File: config.mk
export PLATFORM = sky130hd
export DESIGN_NAME = spi_register_bridge_flat
export DESIGN_NICKNAME = d
export VERILOG_FILES = /design/src/rtl/spi_register_bridge_if.sv /design/src/rtl/spi_register_bridge.sv /design/src/flat_wrapper.sv
export SDC_FILE = /design/constraint.sdc
export NUM_CORES = 1
export LEC_CHECK = 0
export ABC_AREA = 1
export ABC_CLOCK_PERIOD_IN_PS = 3250
export BUFFER_PORTS_ARGS = -buffer_cell sky130_fd_sc_hd__buf_2
export CORE_MARGIN = 1
export CORE_UTILIZATION = 53
export CTS_CLUSTER_DIAMETER = 100
export DETAILED_ROUTE_END_ITERATION = 8
export PLACE_DENSITY = 0.82
export SKIP_LAST_GASP = 1
export SYNTH_ARGS = -nofsm -noshare
export SYNTH_HDL_FRONTEND = slang
export SYNTH_SLANG_ARGS = --single-unit
File: constraint.sdc
create_clock -name Clock -period 3.25 [get_ports Clock]
set_input_delay 0.325 -clock Clock [delete_from_list [all_inputs] [get_ports Clock]]
set_output_delay 0.325 -clock Clock [all_outputs]
set_load 0.01 [all_outputs]
File: src/rtl/spi_register_bridge_if.sv
// ============================================================================
// Module      : spi_register_bridge_if
// Description : Byte-stream and local register bus bundle for the bridge.
// Revision    : 1.0 - initial release
// ============================================================================
`default_nettype none

interface spi_register_bridge_if #(
  parameter int ADDR_WIDTH = 4
);
  logic                  CS_i;
  logic [7:0]            DataReceived_i;
  logic                  Done_i;
  logic [7:0]            DataToSend_o;
  logic [ADDR_WIDTH-1:0] Address_o;
  logic [7:0]            WriteData_o;
  logic                  WriteEnable_o;
  logic                  ReadEnable_o;
  logic [7:0]            ReadData_i;

  modport slave (
    input  CS_i, DataReceived_i, Done_i, ReadData_i,
    output DataToSend_o, Address_o, WriteData_o, WriteEnable_o, ReadEnable_o
  );

  modport master (
    output CS_i, DataReceived_i, Done_i, ReadData_i,
    input  DataToSend_o, Address_o, WriteData_o, WriteEnable_o, ReadEnable_o
  );
endinterface

`default_nettype wire

File: src/rtl/spi_register_bridge.sv
// ============================================================================
// Module      : spi_register_bridge
// Description : Turns SPI frames (command + data bytes) into register accesses.
// Revision    : 1.0 - initial release
// ============================================================================
`default_nettype none

module spi_register_bridge #(
  parameter int ADDR_WIDTH = 4
) (
  input  wire logic              Clock,
  input  wire logic              Reset,
  spi_register_bridge_if.slave   bus
);

  typedef enum logic [1:0] {
    ST_IDLE    = 2'd0,
    ST_COMMAND = 2'd1,
    ST_WRITE   = 2'd2,
    ST_READ    = 2'd3
  } state_t;

  state_t                state_q,   state_d;
  logic [ADDR_WIDTH-1:0] ptr_q,     ptr_d;
  logic [ADDR_WIDTH-1:0] addr_q,    addr_d;
  logic [7:0]            wdata_q,   wdata_d;
  logic [7:0]            dts_q,     dts_d;
  logic                  wen_q,     wen_d;
  logic                  ren_q,     ren_d;
  logic                  latch_q,   latch_d;
  logic                  cs_seen_q, cs_seen_d;

  logic [ADDR_WIDTH-1:0] cmd_addr;
  logic                  cmd_is_write;
  logic                  unused_rx_bits;

  assign cmd_addr       = bus.DataReceived_i[ADDR_WIDTH-1:0];
  assign cmd_is_write   = bus.DataReceived_i[7];
  assign unused_rx_bits = ^bus.DataReceived_i;

  always_comb begin
    state_d   = state_q;
    ptr_d     = ptr_q;
    addr_d    = addr_q;
    wdata_d   = wdata_q;
    dts_d     = dts_q;
    wen_d     = 1'b0;
    ren_d     = 1'b0;
    latch_d   = 1'b0;
    cs_seen_d = cs_seen_q | bus.CS_i;

    // A deasserted chip select overrides everything, including a same-cycle Done_i.
    if (bus.CS_i) begin
      state_d = ST_IDLE;
      dts_d   = 8'h00;
    end else begin
      if (wen_q) begin
        ptr_d = ptr_q + ADDR_WIDTH'(1);
      end
      if (latch_q) begin
        dts_d = bus.ReadData_i;
      end
      latch_d = ren_q;

      case (state_q)
        ST_IDLE: begin
          // After a reset a frame starts only once CS has been observed high.
          if (cs_seen_q) begin
            state_d = ST_COMMAND;
          end
        end
        ST_COMMAND: begin
          if (bus.Done_i) begin
            ptr_d = cmd_addr;
            if (cmd_is_write) begin
              state_d = ST_WRITE;
            end else begin
              state_d = ST_READ;
              ren_d   = 1'b1;
              addr_d  = cmd_addr;
            end
          end
        end
        ST_WRITE: begin
          if (bus.Done_i) begin
            wen_d   = 1'b1;
            addr_d  = ptr_q;
            wdata_d = bus.DataReceived_i;
          end
        end
        ST_READ: begin
          if (bus.Done_i) begin
            ptr_d  = ptr_q + ADDR_WIDTH'(1);
            addr_d = ptr_q + ADDR_WIDTH'(1);
            ren_d  = 1'b1;
          end
        end
        default: begin
          state_d = ST_IDLE;
        end
      endcase
    end
  end

  always_ff @(posedge Clock) begin
    if (!Reset) begin
      state_q   <= ST_IDLE;
      ptr_q     <= '0;
      addr_q    <= '0;
      wdata_q   <= 8'h00;
      dts_q     <= 8'h00;
      wen_q     <= 1'b0;
      ren_q     <= 1'b0;
      latch_q   <= 1'b0;
      cs_seen_q <= 1'b0;
    end else begin
      state_q   <= state_d;
      ptr_q     <= ptr_d;
      addr_q    <= addr_d;
      wdata_q   <= wdata_d;
      dts_q     <= dts_d;
      wen_q     <= wen_d;
      ren_q     <= ren_d;
      latch_q   <= latch_d;
      cs_seen_q <= cs_seen_d;
    end
  end

  assign bus.DataToSend_o  = dts_q;
  assign bus.Address_o     = addr_q;
  assign bus.WriteData_o   = wdata_q;
  assign bus.WriteEnable_o = wen_q;
  assign bus.ReadEnable_o  = ren_q;

endmodule

`default_nettype wire
File: src/flat_wrapper.sv
// flat-port wrapper written by rule: the top's interface ports become plain ports
module spi_register_bridge_flat 
#(
  parameter int ADDR_WIDTH = 4
)
  (Clock, Reset, bus_CS_i, bus_DataReceived_i, bus_Done_i, bus_ReadData_i, bus_DataToSend_o, bus_Address_o, bus_WriteData_o, bus_WriteEnable_o, bus_ReadEnable_o);
  spi_register_bridge_if #(.ADDR_WIDTH(ADDR_WIDTH)) bus_i ();
  input  wire logic Clock;
  input  wire logic Reset;
  input wire logic [$bits(bus_i.CS_i)-1:0] bus_CS_i;
  input wire logic [$bits(bus_i.DataReceived_i)-1:0] bus_DataReceived_i;
  input wire logic [$bits(bus_i.Done_i)-1:0] bus_Done_i;
  input wire logic [$bits(bus_i.ReadData_i)-1:0] bus_ReadData_i;
  output wire logic [$bits(bus_i.DataToSend_o)-1:0] bus_DataToSend_o;
  output wire logic [$bits(bus_i.Address_o)-1:0] bus_Address_o;
  output wire logic [$bits(bus_i.WriteData_o)-1:0] bus_WriteData_o;
  output wire logic [$bits(bus_i.WriteEnable_o)-1:0] bus_WriteEnable_o;
  output wire logic [$bits(bus_i.ReadEnable_o)-1:0] bus_ReadEnable_o;
  assign bus_i.CS_i = bus_CS_i;
  assign bus_i.DataReceived_i = bus_DataReceived_i;
  assign bus_i.Done_i = bus_Done_i;
  assign bus_i.ReadData_i = bus_ReadData_i;
  assign bus_DataToSend_o = bus_i.DataToSend_o;
  assign bus_Address_o = bus_i.Address_o;
  assign bus_WriteData_o = bus_i.WriteData_o;
  assign bus_WriteEnable_o = bus_i.WriteEnable_o;
  assign bus_ReadEnable_o = bus_i.ReadEnable_o;
  spi_register_bridge #(.ADDR_WIDTH(ADDR_WIDTH)) u_core (.Clock(Clock), .Reset(Reset), .bus(bus_i));
endmodule
==> run summary, run 1 <==
The run gives 0.415 as the met2 track utilization from global routing. Along the worst path, the maximum fanout reaches 11. Adding up every negative setup slack in the final design gives 0 ps. Setup violations remaining at the end of the flow were counted as 0. For the initial core utilization, the log shows 0.581.

The critical path ends at u_core.bus.WriteData_o[5]$_SDFFE_PN0P_. In this run the most used layer during global routing was met2. The beginning of the worst register-to-register path is u_core.state_q[1]$_SDFFE_PP0P_. The most prevalent standard cell on the critical path was sky130_fd_sc_hd__inv_2. The tools report the total routed wirelength as 3130 um.

The most used standard cell by instance count after synthesis was sky130_fd_sc_hd__nand2_1. Count of pins on the block boundary: 42. Together, buffers and inverters on the worst path number 3.

Number of cells on the critical path: 7. Unique cell type count in the Yosys netlist: 28. The tools report the initial antenna violation count as 0. The synthesized netlist net count was 208.

The worst hold-check path type is input port to flip-flop. The detail-routed net length per standard cell is 12.2 um, and the overall track demand over capacity in global routing is 0.259. On the critical path, the stage with the largest delay is an instance of sky130_fd_sc_hd__dfxtp_1. The minimum clock period after layout works out to 1620 ps.

The start-to-end type of the worst setup path was flip-flop to flip-flop. The commonest cells after synthesis are sky130_fd_sc_hd__nand2_1 (50), sky130_fd_sc_hd__dfxtp_1 (30), sky130_fd_sc_hd__a21oi_1 (18), sky130_fd_sc_hd__nor2_1 (18), sky130_fd_sc_hd__o21ai_1 (17). The top flip-flop cell by instance count after synthesis is sky130_fd_sc_hd__dfxtp_1. The final count of hold timing violations was 0. The die boundary width was 52.2 um. Setup repair after global routing left no endpoint under its margin. In the routed design, unresolved DRC markers number 0. The share of the core filled with cells in the final layout was 0.706.

Ranked by total cell area, the synthesized netlist is headed by sky130_fd_sc_hd__dfxtp_1 (45%), sky130_fd_sc_hd__nand2_1 (14%), sky130_fd_sc_hd__a21oi_1 (6.7%), sky130_fd_sc_hd__o21ai_1 (6.4%), sky130_fd_sc_hd__nor2_1 (5.1%). The async set or reset register ratio after synthesis came out at 0. Based on the critical path, the design can be clocked at up to 0.618 GHz. Net switching power: 168 uW. The count of nets after finishing is 250, and the total number of H-tree levels is 2. The endpoint identified for the worst register-to-register timing path is u_core.bus.WriteData_o[5]$_SDFFE_PN0P_. The leakage power total is 0.000777 uW, and the synthesized area per cell is 7.14 um2. The logs give 5050 um for the global-route wire length before repair and 0 for the number of diodes. Gate family responsible for the most delay along the worst path: simple AND/OR/NAND/NOR gates. Slack of the worst reg-to-reg path: 1630 ps. In this run the standard cell core region covers 0.00230 mm2.

TritonCTS built the clock tree. The number of storage elements in the synthesis netlist is 30, and the number of global-route vias before repair is 1229. The clock transition at the register clock pins on the worst setup and hold paths after CTS is 90 ps. Detailed placement finished with a half-perimeter wire length of 2290 um. Once the clock tree was built, the resizer swapped 0 gates to a different size. After floorplanning, the core was divided into 17 placement rows. The share of total power consumed by net switching came out at 0.226. The fraction of layout cells with a size suffix above 1 came out at 0.266. The detailed-route vias per instance works out to 5.35. The post-CTS setup buffer count is 0, and the length of the first detailed-routing pass in iterations is 4.

For the worst setup path, the data arrival time is 1830 ps. For the maximum root-to-sink buffer count, the log shows 2. The nature of the critical path endpoint was a flip-flop.

Compared with the post-synthesis result, the final layout area differs by 21.5%. The run gives 30 as the clock sink count. The via count of the routed design was 1376. The worst-case IR drop observed on VDD is 0.441 mV.

Global routing finished with a remaining overflow of 0. The clock reaches the later pin of the worst-skew pair after 320 ps. The post-synthesis cell type with the largest combined area is sky130_fd_sc_hd__dfxtp_1. The layout has 198 filler cells. At the end of routability-driven placement, the weighted congestion stood at 0.934. Cell chosen for the clock root: sky130_fd_sc_hd__clkbuf_4. After layout, the design draws a total of 745 uW. The run gives 0.511 as the sequential cell fraction of total power.

In this run, synthesis inferred 0 flip-flops with an integrated enable. STA classifies the critical path startpoint as a flip-flop. For the pin with the worst max-slew slack, the measured transition is 515 ps. Entering global routing, the biggest net connects 18 pins. The flow ran to the end, and the final reports show no timing, DRC or antenna violations. Power spread over the standard cell area amounts to 460 mW/mm2.

Traced cell by cell, the critical path runs through inv_2 > nor2_4 > inv_2 > nor3_4 > inv_2 > nor2_1 > nor2_1. The run gives 577 uW as the internal power component. The largest single stage delay on the critical path is 460 ps. On the final layout, the worst clock skew is 6.44 ps.

The die covers 0.00272 mm2. The critical path starts at u_core.state_q[1]$_SDFFE_PP0P_. The logs give 0 for the final max-slew violation count and 187 for the number of instances in the synthesized netlist. The run gives 0 as the max-capacitance violation count. For the routing usage on met1, the log shows 0.301. In this run the cell area of the synthesized design comes to 0.00134 mm2. The number of buffers inserted by port buffering is 41.

The met3 routing resource usage after global routing is 0.101, and the relative contribution of combinational cells to total power is 0.085. The logs give 0.656 for the worst-case headroom to the max-slew limit and 35 for the number of violations reported at the end of detailed-routing iteration 0. The depth of the worst register-to-register path was 7. During synthesis, Yosys emitted a total of 0 warnings. In this run the remaining antenna-violating nets after routing total 0. The floorplan step set the die height to 52.2 um.

The top cell type's share of synthesized area is 0.450, and the total CTS buffers is 5. STA puts the critical path data required time at 3460 ps. The share of total power in the clock network was 0.404. Buffers inserted to repair hold after CTS numbered 0. The proportion of synthesized chip area in sequential cells was 0.450. The final critical-path share of the clock period works out to 0.498.
==> worst min-delay path by stage <==
stage	startpoint	endpoint	slack, ps	cells past startpoint
6_report	bus_DataReceived_i[4]	u_core.bus.WriteData_o[4]$_SDFFE_PN0P_	240	3
5_1_grt	bus_ReadData_i[2]	u_core.bus.DataToSend_o[2]$_SDFFE_PP0P_	230	3
4_1_cts	bus_DataReceived_i[4]	u_core.bus.WriteData_o[4]$_SDFFE_PN0P_	220	3
3_5_place_dp	u_core.bus.ReadEnable_o$_SDFF_PP0_	u_core.latch_q$_SDFF_PP0_	440	2
3_3_place_gp	u_core.bus.ReadEnable_o$_SDFF_PP0_	u_core.latch_q$_SDFF_PP0_	420	2
2_1_floorplan	u_core.cs_seen_q$_SDFF_PN0_	u_core.cs_seen_q$_SDFF_PN0_	420	2
==> sequential cells by signal, summed over array words and instances (netlist names) <==
register and count:
u_core.cs_seen_q 1, u_core.state_q 2, u_core.latch_q 1, u_core.ptr_q 4
u_core.bus.Address_o 4, u_core.bus.ReadEnable_o 1, u_core.bus.WriteEnable_o 1, u_core.bus.DataToSend_o 8
u_core.bus.WriteData_o 8
==> cell type report <==
| type | count | area, um2 | share of cell area |
|---|---|---|---|
| multi-input combinational | 129 | 617 | 0.380 |
| inverter | 22 | 82.6 | 0.0509 |
| timing repair buffer | 41 | 205 | 0.127 |
| sequential | 30 | 601 | 0.370 |
| clock inverter | 1 | 30.0 | 0.0185 |
| tap | 28 | 35.0 | 0.0216 |
| clock buffer | 6 | 51.3 | 0.0316 |
==> placed cells by master, fill, tap and decap left out <==
master,count
sky130_fd_sc_hd__nand2_1,50
sky130_fd_sc_hd__buf_2,41
sky130_fd_sc_hd__dfxtp_1,30
sky130_fd_sc_hd__a21oi_1,18
sky130_fd_sc_hd__nor2_1,18
sky130_fd_sc_hd__o21ai_1,17
sky130_fd_sc_hd__inv_1,13
sky130_fd_sc_hd__inv_2,8
sky130_fd_sc_hd__nand3_1,6
sky130_fd_sc_hd__clkbuf_4,5
sky130_fd_sc_hd__o211ai_1,3
sky130_fd_sc_hd__o22ai_1,2
sky130_fd_sc_hd__nor3_1,2
sky130_fd_sc_hd__a21oi_2,2
sky130_fd_sc_hd__o21ai_0,2
sky130_fd_sc_hd__a22o_1,1
sky130_fd_sc_hd__nor2_4,1
sky130_fd_sc_hd__nor3_4,1
sky130_fd_sc_hd__nand4_1,1
sky130_fd_sc_hd__nor2_2,1
sky130_fd_sc_hd__clkinv_1,1
sky130_fd_sc_hd__a31oi_1,1
sky130_fd_sc_hd__xnor2_1,1
sky130_fd_sc_hd__a211oi_1,1
sky130_fd_sc_hd__ha_1,1
sky130_fd_sc_hd__clkbuf_8,1
sky130_fd_sc_hd__bufinv_16,1
==> through the flow <==
step	setup WS [ps]	instances	cell area (um2)	hold WS, ps
floorplan	2060	187	1340	423
global route	1470	257	1620	227
global placement	1800	250	1540	417
detailed placement	1670	250	1540	439
CTS	1650	257	1620	224
finish	1630	257	1620	236
==> power by group through the flow <==
stage / clock, uW / sequential, uW / combinational, uW
finish: 301 / 381 / 63.1
global route: 324 / 381 / 69.7
CTS: 307 / 380 / 62.0
detailed placement: 0 / 389 / 61.1
global placement: 0 / 389 / 59.4
floorplan: 0 / 387 / 38.8
==> cell families (layout without fill, tap and decap cells) <==
logic type	count (synthesis)	count (layout)	synth area share
adder cells (fa/ha/maj)	1	1	0.00937
buffers and inverters	28	70	0.0881
AO/OA/AOI/OAI	47	47	0.195
AND/OR/NAND/NOR	80	80	0.251
XOR/XNOR	1	1	0.00656
flip-flops	30	30	0.450
==> worst reg2reg max path: cells and delay by family, from the launching register on <==
kind	cells	cell delay, ps
buf+inv	3	320
flops	1	460
simple gates	4	730
==> per-layer routing <==
metal	vias to the layer above	wire length, um
met5	-	0
met4	0	61
met3	10	264
met2	78	1440
met1	597	1360
li1	691	-
Power figures use the tool's default switching activity.
==> run 2: changes to the inputs <==
- ABC_CLOCK_PERIOD_IN_PS: 3250 -> 1450
- CORE_UTILIZATION: 53 -> 45
- PLACE_DENSITY: 0.82 -> 0.75
- clock period: 3.25 -> 1.45 ns (I/O delays scaled with it)
==> run summary, run 2 (synthesis gave the netlist of run 1 again) <==
Final setup violation count: 0 (unchanged). The total chip power is 1520 uW (+100%), and the final critical-path share of the clock period is 0.958 (+0.461). Nature of the critical path endpoint: a flip-flop.

The clock transition at the register clock pins on the worst setup and hold paths after CTS was 100 ps (about the same); the minimum clock period after layout was 1390 ps (-227 ps). The detailed-route vias per instance is 5.04 (-5.9%). The routability-driven placement congestion ratio was 0.890 (-4.7%); the net switching power was 396 uW (+140%). The total CTS buffers was 5 (unchanged).

In the layout the commonest cells are sky130_fd_sc_hd__nand2_1 (50), sky130_fd_sc_hd__buf_2 (41), sky130_fd_sc_hd__dfxtp_1 (29). Count of nets after finishing: 253 (+1.2%). Clock tree synthesis selected as its root buffer the cell sky130_fd_sc_hd__clkbuf_4.

The floorplan die height came out at 56.5 um (+8.2%). The tools report the clock sink count as 30 (unchanged). TritonCTS built the clock tree. The fill cell total of the finished layout is 263 (+33%).

Share of total power in the clock network: 0.346 (-0.058). The critical path is of the flip-flop to flip-flop type. The remaining number of nets flagged by the antenna check after routing was 0 (unchanged); the die boundary width was 56.5 um (+8.2%). The placeable core region was 0.00278 mm2 (+21%); the half-perimeter wire length after placement was 2260 um (-0.99%).

The total routed wirelength was 3030 um (-3.0%); the final max-slew violation count was 0 (unchanged). For the final sum of negative setup slack, the log shows 0 ps (unchanged). The run gives 4930 um (-2.5%) as the global-route wire length before repair. The min-delay analysis places its worst path in the category input port to flip-flop. The setup clock skew after layout was 6.86 ps (+0.414 ps); the biggest fanout along the worst timing path was 6 (-5).

The tools report the overall track demand over capacity in global routing as 0.202 (-0.0575). STA classifies the critical path startpoint as a flip-flop. For the total area of multi-input combinational cells, the log shows 624 um2 (+1.2%). The tools report the initial core utilization as 0.480 (-0.101).

The logs give 19 (+2) for the number of core rows and 0.000785 uW (+1.1%) for the leakage power total. The via count of the routed design came out at 1330 (-3.3%). The max-capacitance violation count is 0 (unchanged), and the total number of H-tree levels is 2 (unchanged). The logs give 1400 um (+2.8%) for the wire length on met1 and 264 (+2.7%) for the non-filler instance count after layout.

Peak supply drop: 0.774 mV (+75%). The clock insertion delay at the later pin of the skew report came out at 330 ps (about the same). The sequential cell fraction of total power was 0.561 (+0.050). For the detailed-routed wire length on met3, the log shows 217 um (-18%). The flow ran to the end, and the final reports show no timing, DRC or antenna violations.

The initial antenna violation count is 0 (unchanged), and the detail-routed net length per standard cell is 11.5 um (-5.6%). The tools report the global route total overflow as 0 (unchanged). Routed signal wires occupy layers up through met4. The overall die area is 0.00319 mm2 (+17%). The tools report the hold buffer count at cts as 0 (unchanged). The tools report the required time at the worst-slack endpoint as 1680 ps (-1780 ps). The transition time of the tightest slew-check pin came out at 492 ps (-23.6 ps). The run gives 0.720 GHz (+16%) as the highest clock rate. The share of the core filled with cells in the final layout was 0.589 (-0.117). The power per unit of standard cell area is 930 mW/mm2 (+100%).

The run gives 0 (unchanged) as the number of diodes. The number of buffers inserted by port buffering is 41 (unchanged). The number of global-route vias before repair is 1106 (-10%), and the count of pins on the block boundary is 42 (unchanged).

For the worst-case headroom to the max-slew limit, the log shows 0.671 (+0.0157). The relative contribution of combinational cells to total power came out at 0.094 (+0.009). The maximum root-to-sink buffer count is 2 (unchanged), and the synthesis-to-layout area growth is 22.8%. The number of placed instances, taps included was 256 (+2.4%); the number of violations reported at the end of detailed-routing iteration 0 was 45 (+29%). The sequential cell area in the final layout came out at 602 um2 (+0.21%). The final count of hold timing violations was 0 (unchanged); the length of the first detailed-routing pass in iterations was 4 (unchanged). The commonest non-fill, non-tap cell in the layout is sky130_fd_sc_hd__nand2_1.

The share of total power consumed by net switching was 0.260 (+0.0338); the fraction of layout cells with a size suffix above 1 was 0.288 (+0.0212). Pin count of the biggest net entering global routing: 17 (-1). Amount of wire on met2 after detailed routing: 1370 um (-4.6%). The number of remaining DRC errors came out at 0 (unchanged). The data arrival at the endpoint of the critical path is 1620 ps (-210 ps), and the internal power component is 1130 uW (+96%).
run 2: cell count changes in the layout (fill, tap and decap cells not counted), sizes merged:
cell / previous run / this run
buf: 41 / 44
clkinv: 1 / 2
clkinvlp: 0 / 1
bufinv: 1 / 0
run 2: repair_timing:
| action | in CTS | in global routing |
|---|---|---|
| setup buffers | 0 | 0 |
| endpoints found under the setup margin | 0 | 4 |
| hold endpoints to repair | 0 | 0 |
| gates resized for setup | 0 | 2 |
run 2: per-stage QoR:
stage | instance area [um2] | hold slack (ps) | setup WS [ps]
detailed placement | 1570 | 383 | 124
floorplan | 1340 | 279 | 264
CTS | 1630 | 31.8 | 107
global placement | 1570 | 367 | 120
global route | 1640 | 22.9 | -5.71
finish | 1640 | 38.6 | 60.4
run 2: final timing paths:
| path | start | end | slack (ps) | cells after the start |
|---|---|---|---|---|
| max | u_core.ptr_q[0]$_SDFFE_PN0N_ | u_core.ptr_q[2]$_SDFFE_PN0N_ | 60 | 7 |
| min | bus_DataReceived_i[6] | u_core.bus.WriteData_o[6]$_SDFFE_PN0P_ | 40 | 3 |
| max reg2reg | u_core.ptr_q[0]$_SDFFE_PN0N_ | u_core.ptr_q[2]$_SDFFE_PN0N_ | 60 | 7 |
| min reg2reg | u_core.bus.ReadEnable_o$_SDFF_PP0_ | u_core.latch_q$_SDFF_PP0_ | 440 | 2 |
run 2: routing by layer:
layer | up-vias | global-route usage
met3 | 6 | 0.0737
met1 | 579 | 0.267
met2 | 48 | 0.297
met4 | 0 | 0.0767
li1 | 697 | -
met5 | - | 0
run 2: cell type report:
cell class / count / share of cell area
sequential: 30 / 0.367
clock buffer: 6 / 0.0313
clock inverter: 2 / 0.00763
multi-input combinational: 129 / 0.381
inverter: 22 / 0.0504
timing repair buffer: 44 / 0.139
tap: 31 / 0.0237
run 2: power groups by stage:
stage / combinational (uW) / sequential [uW] / clock [uW]
CTS: 140 / 853 / 545
finish: 143 / 854 / 527
floorplan: 87.0 / 868 / 0
detailed placement: 139 / 872 / 0
global placement: 140 / 871 / 0
global route: 159 / 856 / 598
run 2: worst max-delay path, stage by stage (launching register included):
cell	delay (ps)
sky130_fd_sc_hd__dfxtp_1	370
sky130_fd_sc_hd__ha_1	250
sky130_fd_sc_hd__xnor2_2	180
sky130_fd_sc_hd__nand2_1	100
sky130_fd_sc_hd__o211ai_1	130
sky130_fd_sc_hd__nor2_1	60
sky130_fd_sc_hd__nor2_1	120
sky130_fd_sc_hd__a21oi_1	80
